$ cat src/rtl/fetch_pc_unit_pkg.sv
// Shared definitions for the fetch/PC stage: widths, reset PC, opcodes and FSM encoding.
package fetch_pc_unit_pkg;

  localparam int unsigned DEF_ADDR_W = 32;
  localparam int unsigned INSTR_W    = 32;
  localparam int unsigned CNT_W      = 32;
  localparam int unsigned IMM_W      = 16;
  localparam int unsigned JIDX_W     = 26;

  localparam logic [DEF_ADDR_W-1:0] DEF_RESET_PC = 32'h0000_0000;

  localparam logic [5:0] OP_RTYPE = 6'h00;
  localparam logic [5:0] OP_J     = 6'h02;
  localparam logic [5:0] OP_BEQ   = 6'h04;
  localparam logic [5:0] OP_BNE   = 6'h05;

  typedef enum logic [1:0] {
    ST_IDLE = 2'd0,
    ST_REQ  = 2'd1,
    ST_EXEC = 2'd2
  } fetch_state_e;

  // beq/bne resolution; both set means taken if either condition holds
  function automatic logic branch_taken(input logic branch, input logic bne,
                                        input logic alu_zero);
    return (branch & alu_zero) | (bne & ~alu_zero);
  endfunction

endpackage

$ cat src/rtl/fetch_pc_unit_next_pc_calc.sv
// Combinational next-PC resolution: jump, then taken branch, then sequential.
module fetch_pc_unit_next_pc_calc
  import fetch_pc_unit_pkg::*;
#(
  parameter int unsigned ADDR_W = DEF_ADDR_W
) (
  input  logic [ADDR_W-1:0] pc_plus4_i,
  input  logic [JIDX_W-1:0] instr_i,
  input  logic              branch_i,
  input  logic              bne_i,
  input  logic              jump_i,
  input  logic              alu_zero_i,
  output logic [ADDR_W-1:0] next_pc_c
);

  logic [ADDR_W-1:0] br_off;
  logic              taken;

  always_comb begin
    br_off    = {{(ADDR_W-IMM_W-2){instr_i[IMM_W-1]}}, instr_i[IMM_W-1:0], 2'b00};
    taken     = branch_taken(branch_i, bne_i, alu_zero_i);
    next_pc_c = pc_plus4_i;
    // jump wins: the decoder leaves branch undefined on j
    if (jump_i) begin
      next_pc_c = {pc_plus4_i[ADDR_W-1:28], instr_i, 2'b00};
    end else if (taken) begin
      next_pc_c = pc_plus4_i + br_off;
    end
  end

endmodule

$ cat src/rtl/fetch_pc_unit.sv
// PC register, fetch handshake FSM and retired-instruction counter feeding decode.
module fetch_pc_unit
  import fetch_pc_unit_pkg::*;
#(
  parameter int unsigned      ADDR_W   = DEF_ADDR_W,
  parameter logic [ADDR_W-1:0] RESET_PC = ADDR_W'(DEF_RESET_PC)
) (
  input  logic               clk,
  input  logic               reset,
  output logic               imem_req,
  output logic [ADDR_W-1:0]  imem_addr,
  input  logic               imem_ack,
  input  logic [INSTR_W-1:0] imem_rdata,
  output logic [INSTR_W-1:0] instr,
  output logic               instr_valid,
  output logic [ADDR_W-1:0]  pc_plus4,
  input  logic               stall,
  input  logic               branch,
  input  logic               bne,
  input  logic               jump,
  input  logic               alu_zero,
  output logic [CNT_W-1:0]   retired_cnt
);

  localparam logic [ADDR_W-1:0] ALIGN_MASK  = ~ADDR_W'(3);
  localparam logic [ADDR_W-1:0] PC_INC      = ADDR_W'(4);
  localparam logic [ADDR_W-1:0] RESET_PC_AL = RESET_PC & ALIGN_MASK;

  fetch_state_e       state_q, state_d;
  logic [ADDR_W-1:0]  pc_q, pc_d;
  logic [ADDR_W-1:0]  pc_plus4_q, pc_plus4_d;
  logic [INSTR_W-1:0] instr_q, instr_d;
  logic [CNT_W-1:0]   cnt_q, cnt_d;
  logic               req_q, req_d;
  logic               valid_q, valid_d;
  logic [ADDR_W-1:0]  next_pc_c;

  fetch_pc_unit_next_pc_calc #(
    .ADDR_W (ADDR_W)
  ) u_next_pc (
    .pc_plus4_i (pc_plus4_q),
    .instr_i    (instr_q[JIDX_W-1:0]),
    .branch_i   (branch),
    .bne_i      (bne),
    .jump_i     (jump),
    .alu_zero_i (alu_zero),
    .next_pc_c  (next_pc_c)
  );

  always_ff @(posedge clk or posedge reset) begin
    if (reset) begin
      state_q    <= ST_IDLE;
      pc_q       <= RESET_PC_AL;
      pc_plus4_q <= RESET_PC_AL + PC_INC;
      instr_q    <= '0;
      cnt_q      <= '0;
      req_q      <= 1'b0;
      valid_q    <= 1'b0;
    end else begin
      state_q    <= state_d;
      pc_q       <= pc_d;
      pc_plus4_q <= pc_plus4_d;
      instr_q    <= instr_d;
      cnt_q      <= cnt_d;
      req_q      <= req_d;
      valid_q    <= valid_d;
    end
  end

  // Next-state logic; req/valid are registered Moore decodes of the next state
  always_comb begin
    state_d = state_q;
    pc_d    = pc_q;
    instr_d = instr_q;
    cnt_d   = cnt_q;
    unique case (state_q)
      ST_IDLE: state_d = ST_REQ;
      ST_REQ: begin
        if (imem_ack) begin
          instr_d = imem_rdata;
          state_d = ST_EXEC;
        end
      end
      ST_EXEC: begin
        if (!stall) begin
          pc_d    = next_pc_c & ALIGN_MASK;
          cnt_d   = cnt_q + CNT_W'(1);
          state_d = ST_REQ;
        end
      end
      default: state_d = ST_IDLE;
    endcase
    pc_plus4_d = pc_d + PC_INC;
    req_d      = (state_d == ST_REQ);
    valid_d    = (state_d == ST_EXEC);
  end

  assign imem_req    = req_q;
  assign imem_addr   = pc_q;
  assign instr       = instr_q;
  assign instr_valid = valid_q;
  assign pc_plus4    = pc_plus4_q;
  assign retired_cnt = cnt_q;

endmodule
$ cat config.mk
export PLATFORM = sky130hd
export DESIGN_NAME = fetch_pc_unit
export DESIGN_NICKNAME = d
export VERILOG_FILES = /design/src/rtl/fetch_pc_unit_pkg.sv /design/src/rtl/fetch_pc_unit_next_pc_calc.sv /design/src/rtl/fetch_pc_unit.sv
export SDC_FILE = /design/constraint.sdc
export NUM_CORES = 1
export LEC_CHECK = 0
export CAP_MARGIN = 20
export CORE_MARGIN = 2
export CORE_UTILIZATION = 56
export DETAILED_ROUTE_END_ITERATION = 7
export PLACE_DENSITY = 0.87
export SETUP_SLACK_MARGIN = 0.1
export SLEW_MARGIN = 20
export SYNTH_ARGS = -nofsm -noshare
export SYNTH_HDL_FRONTEND = slang
export SYNTH_SLANG_ARGS = --single-unit
$ cat constraint.sdc
create_clock -name clk -period 7.9 [get_ports clk]
set_input_delay 1.975 -clock clk [delete_from_list [all_inputs] [get_ports clk]]
set_output_delay 1.975 -clock clk [all_outputs]
set_load 0.1 [all_outputs]
==> qor.txt, run 1 <==
RSZ-0062 raised after global routing = false
H-Tree Depth = 4
N_diodes = 0
Post-route fraction of the period consumed by the critical path = 68.19%
Total of flip-flops plus latches after synthesis = 128
Commonest register cell after synthesis = dfrtp_1
Endpoints failing setup = 0
Class of the most critical hold timing path = flip-flop to flip-flop
# hold bufs at CTS = 0
Total clock buffers created by CTS = 17
Layout cells sized above 1 = 9.499%
Count of pins over their slew limit = 0
Number of routed nets with antenna violations = 0
Detailed router's first-iteration violation count = 607
Crit path arrival time = 5.74 ns
Placed Instances = 1123
Die height = 121.2 um
Crit-path max FO = 26
Number of hold-slack violations in the final timing report = 0
Sequential share of the synthesized area = 41.68%
Vias after detailed routing = 7132
TNS Setup = 0 ns
Filler-free cell count of the finished design = 1155
Final Skew = 0.007292 ns
Outcome = complete, no violations
Via count of the first global-routing pass = 7056
CTS tree = done
IO Count = 170
Count of cell types in the netlist = 73
Global-route wire length before repair = 36980 um
Initial antenna violation count = 0
Die Outline Area = 14680 um^2
Pre-antenna DRT Iters = 5
Total global-route track usage = 32.15%
Per-instance average area after synthesis = 9.539 um^2
Post-synth EDFFs = 0
Routed wire length = 22940 um
Std cell rows = 42
Width of the die = 121.2 um
CTS Root Cell = clkbuf_16
Clock network latency to the later pin of the worst-skew pair = 0.43 ns
Number of vias per cell = 6.175
Buffers inserted by post-CTS timing repair = 0
Number of filler instances in the final layout = 927
Element type at the critical path start = primary input
Synthesized netlist cell count = 806
Total number of yosys warnings = 0
Number of nets at the end of the flow = 1038
Residual DRC count = 0
Relative max-transition margin = 30.12%
Minimum clock period = 5.387 ns
Max Clk Rate = 185.6 MHz
Type of the worst setup path = primary input to flip-flop
Core Area = 13350 um^2
Layout-stage area growth over the synthesis result = 31.13%
Req. time, crit path = 8.25 ns
Port-buffer cells = 165
Number of maximum-capacitance violations = 0
Share of synthesized registers carrying an async set or reset = 100.0%
Sink Count = 128
Placed wire-length estimate = 16060 um
Pin count of the biggest net entering global routing = 70
Transition time at the pin with the least slew margin = 1.026 ns
Clock slew seen by the registers of the worst setup and hold paths = 0.06 ns
Total gr overflow = 0
Endpoint kind of the worst setup timing path = flip-flop
Buffer levels on the longest clock path = 2
Total area of multi-input combinational cells = 4232 um^2
Number of resized instances in the post-cts repair step = 0
Register Area = 3204 um^2
Last weighted congestion value of the routability-driven placer = 0.9995
Per-cell routed wire length = 19.86 um
Initial core utilization = 57.60%
Post-synthesis instance area = 7689 um^2
-- path summary, 6_finish.rpt --
kind	cells after the start	slack (ns)	start	to
min in group asynchronous	2	2.07	reset	imem_addr[10]
hold reg to reg	1	0.48	retired_cnt[31]	retired_cnt[31]
hold / removal	1	0.48	retired_cnt[31]	retired_cnt[31]
setup / recovery	12	2.51	alu_zero	pc_plus4[28]
max in group asynchronous	3	4.58	reset	pc_plus4[25]
setup reg to reg	13	3.57	pc_plus4[2]	pc_plus4[28]
-- worst max-delay path, cell delays in order --
cell and delay, ns:
clkdlybuf4s50_1 0.55, mux2i_4 0.88, mux2i_1 0.18, o21ai_0 0.18, mux2_2 0.21, ha_1 0.19, nand2_1 0.08, or3_1 0.39
nor3_2 0.20, nand4_1 0.35, nor3b_1 0.37, xor2_1 0.17
-- Yosys cell counts, types with 3 or more instances --
master	instances	area share [%]
and3_1	13	1.1
and4_1	4	0.46
a31oi_1	11	0.90
o21ai_0	48	3.1
nand2_1	94	4.6
nand4_1	18	1.5
xor2_1	27	3.1
a21o_1	11	1.1
buf_2	9	0.59
o211a_1	4	0.52
dfrtp_1	127	41
o21ai_1	8	0.52
o2111ai_1	4	0.46
nand3_1	31	2.0
a21oi_1	34	2.2
nor2b_1	3	0.24
buf_4	7	0.68
o211ai_1	24	2.3
o21a_1	8	0.78
ha_1	31	5.0
a211oi_1	9	0.88
buf_1	3	0.15
nor4_1	3	0.24
inv_1	29	1.4
nor2_1	50	2.4
and2_1	8	0.65
xnor2_1	40	4.6
nor3_1	15	0.98
or3_1	14	1.1
clkbuf_1	14	0.68
nand2b_1	4	0.33
a221oi_1	3	0.34
nor3b_1	7	0.68
mux2i_1	8	1.0
mux2_2	34	5.0
-- through the flow --
step                      utilization [%]  hold WS, ns  worst slack [ns]  instance area, um^2
after floorplan                         -       0.5236             2.514                 7700
after global placement              70.90       0.4606             2.310                 9464
after detailed placement            70.90       0.4647             2.175                 9464
after CTS                           75.53       0.4870             2.552                10080
after global routing                75.53       0.4953             2.269                10080
final                               75.53       0.4784             2.513                10080
-- logic make-up after synthesis --
| family | share of synthesized area [%] |
|---|---|
| and+or+nand+nor | 18.68 |
| buffers and inverters | 3.515 |
| muxes | 6.314 |
| adders and majority gates | 5.305 |
| DFF | 41.68 |
| other | 0.04877 |
| xor gates and xnor gates | 7.632 |
| AOI/OAI and AO/OA | 16.83 |
-- layout by cell type (no fill, tap or decap), types with 4 or more instances in the layout --
master,synthesis,layout
clkdlybuf4s50_1,0,165
dfrtp_1,127,127
nand2_1,94,94
nor2_1,50,50
o21ai_0,48,48
xnor2_1,40,40
mux2_2,34,34
a21oi_1,34,34
nand3_1,31,31
ha_1,31,31
inv_1,29,28
xor2_1,27,27
o211ai_1,24,24
nand4_1,18,18
clkbuf_16,0,17
nor3_1,15,15
or3_1,14,14
and3_1,13,13
a31oi_1,11,11
a21o_1,11,11
a211oi_1,9,9
mux2i_1,8,8
o21ai_1,8,8
and2_1,8,8
o21a_1,8,8
nor3b_1,7,7
buf_4,7,6
and4_1,4,4
o211a_1,4,4
o2111ai_1,4,4
nand2b_1,4,4
conb_1,1,4
clkinv_2,0,4
bufinv_16,0,4
-- flip-flops by register name (all words and copies together), names as in the netlist --
name,count
instr,32
retired_cnt,32
imem_addr,30
pc_plus4,30
state_q,2
imem_req,1
instr_valid,1
-- per-layer routing --
layer	track usage (%)	part of all wire (%)	vias up
met4	14.08	3.6	0
met1	43.22	42	3434
li1	-	-	3237
met2	50.63	46	398
met3	6.391	8.5	63
met5	0	0	-
-- area by class of cell --
| class | count | share of cell area, % |
|---|---|---|
| Tap cell | 176 | 2.184 |
| Inverter | 29 | 1.104 |
| Clock buffer | 18 | 4.257 |
| Clock inverter | 14 | 1.874 |
| Timing Repair Buffer | 171 | 16.83 |
| Multi-Input combinational cell | 619 | 41.97 |
| Sequential cell | 128 | 31.78 |
Power of run 1 is left out: the tool's default activity adds up to more than one toggle a clock period on the data nets, which glitch-free logic cannot reach.
==> run 2: changes to the inputs <==
- CORE_UTILIZATION: 56 -> 52
- PLACE_DENSITY: 0.87 -> 0.82
- clock period: 7.9 -> 5.3 ns (I/O delays scaled with it)
==> run 2 against run 1 <==
Compared with the run above: sequential share of layout area decreased by 0.051 points; global-route usage decreased by 4.4 points; final cell count increased by 1.1%; hold slack got worse by 0.0070 ns; critical path depth unchanged; via count decreased by 3.1%; non-clock buffer count increased by 5; setup slack got worse by 2.0 ns; clock-buffer cell count decreased by 1; wire length decreased by 5.6%; critical path type unchanged; clock skew about the same; highest routed layer unchanged; sequential cell count unchanged.
==> qor.txt, run 2 (synthesis results as in run 1) <==
Outcome = complete, no violations
Number of hold-slack violations in the final timing report = 0 (unchanged)
Vias after detailed routing = 6908 (-3.1%)
Post-Place Setup Slack = 0.2608 ns (-1.914 ns)
Die Outline Area = 15770 um^2 (+7.4%)
Number of routed nets with antenna violations = 0 (unchanged)
Worst Hold Slack = 0.4714 ns (-0.006980 ns)
Met3 track demand over resource = 4.964% (-1.4 points)
R2R Path Start = pc_plus4[2]
Layout-stage area growth over the synthesis result = 31.34%
Setup slack of the worst register-to-register path = 1.12 ns (-2.45 ns)
CTS tree = done
Instance count along the most critical hold path = 1 (unchanged)
Hold Crit Endpoint = retired_cnt[31]
Initial core utilization = 53.10% (-4.5 points)
Count of pins over their slew limit = 0 (unchanged)
Port-buffer cells = 165 (unchanged)
Worst r2r dst = pc_plus4[28]
Die height = 125.6 um (+3.6%)
Class of the most critical hold timing path = flip-flop to flip-flop
IO Count = 170 (unchanged)
Total clock buffers created by CTS = 17 (unchanged)
Minimum clock period = 4.781 ns
Crit-path max FO = 26 (unchanged)
GR met1 Demand/Resource = 38.91% (-4.3 points)
Fin worst setup slack = 0.5193 ns (-1.994 ns)
Number of cells traversed by the worst register-to-register path = 13 (unchanged)
Sink Count = 128 (unchanged)
Residual DRC count = 0 (unchanged)
Chain of cells forming the critical path = clkdlybuf4s50_1 -> mux2i_4 -> mux2i_1 -> o21ai_0 -> mux2_2 -> ha_1 -> nand2_1 -> or3_1 -> nor3_2 -> nand4_1 -> nor3b_1 -> xor2_1
Max Clk Rate = 209.2 MHz
Number of resized instances in the post-cts repair step = 0 (unchanged)
Width of the die = 125.6 um (+3.6%)
Number of vias per cell = 5.914 (-4.2%)
Clock network latency to the later pin of the worst-skew pair = 0.42 ns (about the same)
Number of maximum-capacitance violations = 0 (unchanged)
N_diodes = 0 (unchanged)
Post-route fraction of the period consumed by the critical path = 90.20%
Relative max-transition margin = 31.46% (+1.3 points)
Buffer levels on the longest clock path = 2 (unchanged)
Initial antenna violation count = 0 (unchanged)
Routed wire length = 21650 um (-5.6%)
Req. time, crit path = 5.64 ns (-2.61 ns)
TNS Setup = 0 ns (unchanged)
Leading cell types in the layout, fill and taps excluded = clkdlybuf4s50_1, dfrtp_1, nand2_1
Type of the worst setup path = primary input to flip-flop
RSZ-0062 raised after global routing = false
Endpoints failing setup = 0 (unchanged)
H-Tree Depth = 4 (unchanged)
Pin count of the biggest net entering global routing = 68 (-2.9%)
Transition time at the pin with the least slew margin = 1.007 ns (-0.01980 ns)
Std cell rows = 44 (+4.8%)
Launch point of the worst hold path = retired_cnt[31]
# hold bufs at CTS = 0 (unchanged)
Detailed router's first-iteration violation count = 554 (-8.7%)
Global route hottest layer = met2
Per-cell routed wire length = 18.53 um (-6.7%)
Final Skew = 0.007668 ns (+0.0003755 ns)
Most common cell after layout, fill and taps aside = clkdlybuf4s50_1
Placed wire-length estimate = 15630 um (-2.7%)
Element type at the critical path start = primary input
Clock slew seen by the registers of the worst setup and hold paths = 0.06 ns (about the same)
Last weighted congestion value of the routability-driven placer = 0.9437 (-5.6%)
Total global-route track usage = 27.75% (-4.4 points)
CTS Root Cell = clkbuf_16
Total gr overflow = 0 (unchanged)
Global-route wire length before repair = 35100 um (-5.1%)
Number of nets at the end of the flow = 1043 (+0.48%)
Worst path max stage delay = 0.87 ns (about the same)
Pre-antenna DRT Iters = 5 (unchanged)
Met2 track demand over resource in global routing = 42.96% (-7.7 points)
Number of filler instances in the final layout = 1090 (+18%)
Core Area = 14480 um^2 (+8.5%)
Layout cells sized above 1 = 10.06% (+0.56 points)
Endpoint kind of the worst setup timing path = flip-flop
Buffers inserted by post-CTS timing repair = 0 (unchanged)
Via count of the first global-routing pass = 6731 (-4.6%)
Crit path arrival time = 5.12 ns (-0.62 ns)
Crit-path slowest cell = mux2i_4
[run 2: critical path: cells and delay by family]
| kind | cells | cell delay, ns |
|---|---|---|
| adders and majority gates | 1 | 0.19 |
| AOI/OAI and AO/OA | 1 | 0.19 |
| xor gates and xnor gates | 1 | 0.18 |
| and+or+nand+nor | 5 | 1.36 |
| buffers and inverters | 1 | 0.57 |
| muxes | 3 | 1.28 |
[run 2: routing by layer]
| layer | vias up | wire (um) |
|---|---|---|
| met2 | 300 | 9842 |
| met1 | 3319 | 9799 |
| li1 | 3253 | - |
| met3 | 36 | 1493 |
| met5 | - | 0 |
| met4 | 0 | 509 |
[run 2: cell type report]
cell class | count | area [um^2] | area share [%]
sequential | 128 | 3204 | 31.73
multi-input combinational | 619 | 4232 | 41.90
clock inverter | 15 | 136.4 | 1.351
tap | 184 | 230.2 | 2.280
inverter | 29 | 111.4 | 1.103
clock buffer | 17 | 425.4 | 4.213
timing repair buffer | 176 | 1759 | 17.42
[run 2: worst max path at each step]
stage / startpoint / to / depth (start not counted)
after floorplan: reset / imem_addr[10] / 1
after global placement: alu_zero / pc_plus4[30] / 12
after detailed placement: alu_zero / pc_plus4[28] / 12
after CTS: alu_zero / pc_plus4[28] / 12
after global routing: alu_zero / pc_plus4[28] / 12
final: alu_zero / pc_plus4[28] / 12
[run 2: metrics by stage]
step,instance area [um^2],cells,util [%]
floorplan,7700,809,-
global placement,9537,1136,65.87
detailed placement,9537,1136,65.87
CTS,10100,1168,69.75
global route,10100,1168,69.75
finish,10100,1168,69.75
Power of run 2 is left out for the same reason.
==> run 3: changes to the inputs <==
- CORE_UTILIZATION: 52 -> 25
- PLACE_DENSITY: 0.82 -> unset
==> run 3 against run 2 <==
Compared with the run above: non-clock buffer count rose by 5; setup slack gained 0.23 ns; utilization is 35 points lower; highest routed layer unchanged.
==> qor.txt, run 3 (synthesis results as in run 1) <==
Outcome = complete, no violations
Initial antenna violation count = 0 (unchanged)
Crit path arrival time = 4.90 ns (-0.22 ns)
Element type at the critical path start = primary input
CTS tree = done
Pre-antenna DRT Iters = 5 (unchanged)
Max Clk Rate = 219.6 MHz (+5.0%)
Worst path max stage delay = 0.73 ns (-0.14 ns)
Pin count of the biggest net entering global routing = 85 (+25%)
Global-route wire length before repair = 38920 um (+11%)
Per-cell routed wire length = 18.08 um (-2.4%)
Post-route fraction of the period consumed by the critical path = 85.92% (-4.3 points)
Number of resized instances in the post-cts repair step = 0 (unchanged)
Number of maximum-capacitance violations = 0 (unchanged)
Class of the most critical hold timing path = flip-flop to flip-flop
Layout cells sized above 1 = 10.52% (+0.45 points)
Minimum clock period = 4.554 ns (-0.2270 ns)
Transition time at the pin with the least slew margin = 1.050 ns (+0.04303 ns)
Routed wire length = 25040 um (+16%)
Die Outline Area = 32170 um^2 (+100%)
Port-buffer cells = 165 (unchanged)
Chain of cells forming the critical path = clkdlybuf4s50_1 -> mux2i_4 -> mux2i_1 -> o21ai_0 -> mux2_2 -> ha_1 -> nand2_1 -> or3_1 -> nor3_2 -> nand4_1 -> nor3b_1 -> xor2_1
# hold bufs at CTS = 0 (unchanged)
H-Tree Depth = 4 (unchanged)
Endpoints failing setup = 0 (unchanged)
N_diodes = 0 (unchanged)
Req. time, crit path = 5.65 ns (about the same)
Initial core utilization = 25.27% (-28 points)
Last weighted congestion value of the routability-driven placer = 0.9269 (-1.8%)
Most common cell after layout, fill and taps aside = clkdlybuf4s50_1
Relative max-transition margin = 29.81% (-1.7 points)
Top cell family by delay on the critical path = simple AND/OR/NAND/NOR gates
Core Area = 30430 um^2 (+110%)
Number of vias per cell = 5.006 (-15%)
TNS Setup = 0 ns (unchanged)
Number of hold-slack violations in the final timing report = 0 (unchanged)
Total global-route track usage = 15.77% (-12 points)
Clock slew seen by the registers of the worst setup and hold paths = 0.06 ns (about the same)
Total area of multi-input combinational cells = 4232 um^2 (unchanged)
Endpoint kind of the worst setup timing path = flip-flop
Placed wire-length estimate = 18690 um (+20%)
Total clock buffers created by CTS = 17 (unchanged)
Width of the die = 179.4 um (+43%)
CTS Root Cell = clkbuf_16
Sink Count = 128 (unchanged)
Die height = 179.4 um (+43%)
Register Area = 3204 um^2 (unchanged)
Clock network latency to the later pin of the worst-skew pair = 0.42 ns (about the same)
Layout-stage area growth over the synthesis result = 35.72%
Number of nets at the end of the flow = 1048 (+0.48%)
RSZ-0062 raised after global routing = false
Total gr overflow = 0 (unchanged)
Number of routed nets with antenna violations = 0 (unchanged)
Crit-path slowest cell = mux2i_4
Residual DRC count = 0 (unchanged)
Vias after detailed routing = 6934 (+0.38%)
Std cell rows = 64 (+45%)
Buffer levels on the longest clock path = 2 (unchanged)
Combined buffer and inverter count along the critical path = 1 (unchanged)
Detailed router's first-iteration violation count = 556 (+0.36%)
Final Skew = 0.01002 ns (+0.002351 ns)
Via count of the first global-routing pass = 6872 (+2.1%)
Buffers inserted by post-CTS timing repair = 0 (unchanged)
Count of pins over their slew limit = 0 (unchanged)
Leading cell types in the layout, fill and taps excluded = clkdlybuf4s50_1, dfrtp_1, nand2_1
Number of filler instances in the final layout = 3184 (+190%)
Type of the worst setup path = primary input to flip-flop
IO Count = 170 (unchanged)
Final design utilization = 34.29% (-35 points)
Crit-path max FO = 19 (-27%)
[run 3: cell count changes in the layout (fill, tap and decap cells not counted), moves of 2 or more]
cell | before | now
clkinv_2 | 3 | 1
bufinv_16 | 1 | 3
inv_6 | 3 | 6
clkinv_4 | 4 | 2
buf_12 | 2 | 0
buf_4 | 9 | 16
[run 3: per-layer routing]
metal	wire length (um)	global-route usage (%)
met4	358	3.999
met3	1698	3.059
met2	11700	25.96
met1	11280	21.25
met5	0	0
[run 3: worst register-to-register path, cell delays in order, from the launching register on]
cell	delay, ns
dfstp_2	0.54
ha_1	0.21
inv_1	0.07
fa_1	0.40
nor2b_1	0.26
o31a_1	0.29
o211ai_4	0.17
o211ai_1	0.46
xor2_1	0.26
o2111ai_1	0.20
a21oi_1	0.35
nand4_1	0.38
nor3b_1	0.36
xor2_1	0.18
[run 3: final cells by class]
| type | count | area share (%) |
|---|---|---|
| Inverter | 29 | 1.091 |
| Timing Repair Buffer | 181 | 16.98 |
| Tap cell | 396 | 4.748 |
| Sequential cell | 128 | 30.71 |
| Clock inverter | 14 | 1.715 |
| Multi-Input combinational cell | 619 | 40.55 |
| Clock buffer | 18 | 4.209 |
[run 3: stage by stage]
stage	instance area, um^2	hold WS (ns)	setup WS, ns	cells
floorplan	7700	0.5236	0.5640	809
global placement	9817	0.4588	0.4165	1353
detailed placement	9817	0.4829	0.3549	1353
CTS	10440	0.4932	0.7615	1385
global route	10440	0.5173	0.4750	1385
finish	10440	0.4826	0.7462	1385
[run 3: worst paths after layout]
kind	from	endpoint	slack, ns	cells past startpoint
hold reg to reg	retired_cnt[31]	retired_cnt[31]	0.48	1
min in group asynchronous	reset	instr[9]	1.37	2
max in group asynchronous	reset	retired_cnt[4]	3.04	3
hold / removal	retired_cnt[31]	retired_cnt[31]	0.48	1
setup reg to reg	pc_plus4[2]	pc_plus4[30]	1.10	13
setup / recovery	alu_zero	pc_plus4[30]	0.75	12
Power of run 3 is left out for the same reason.
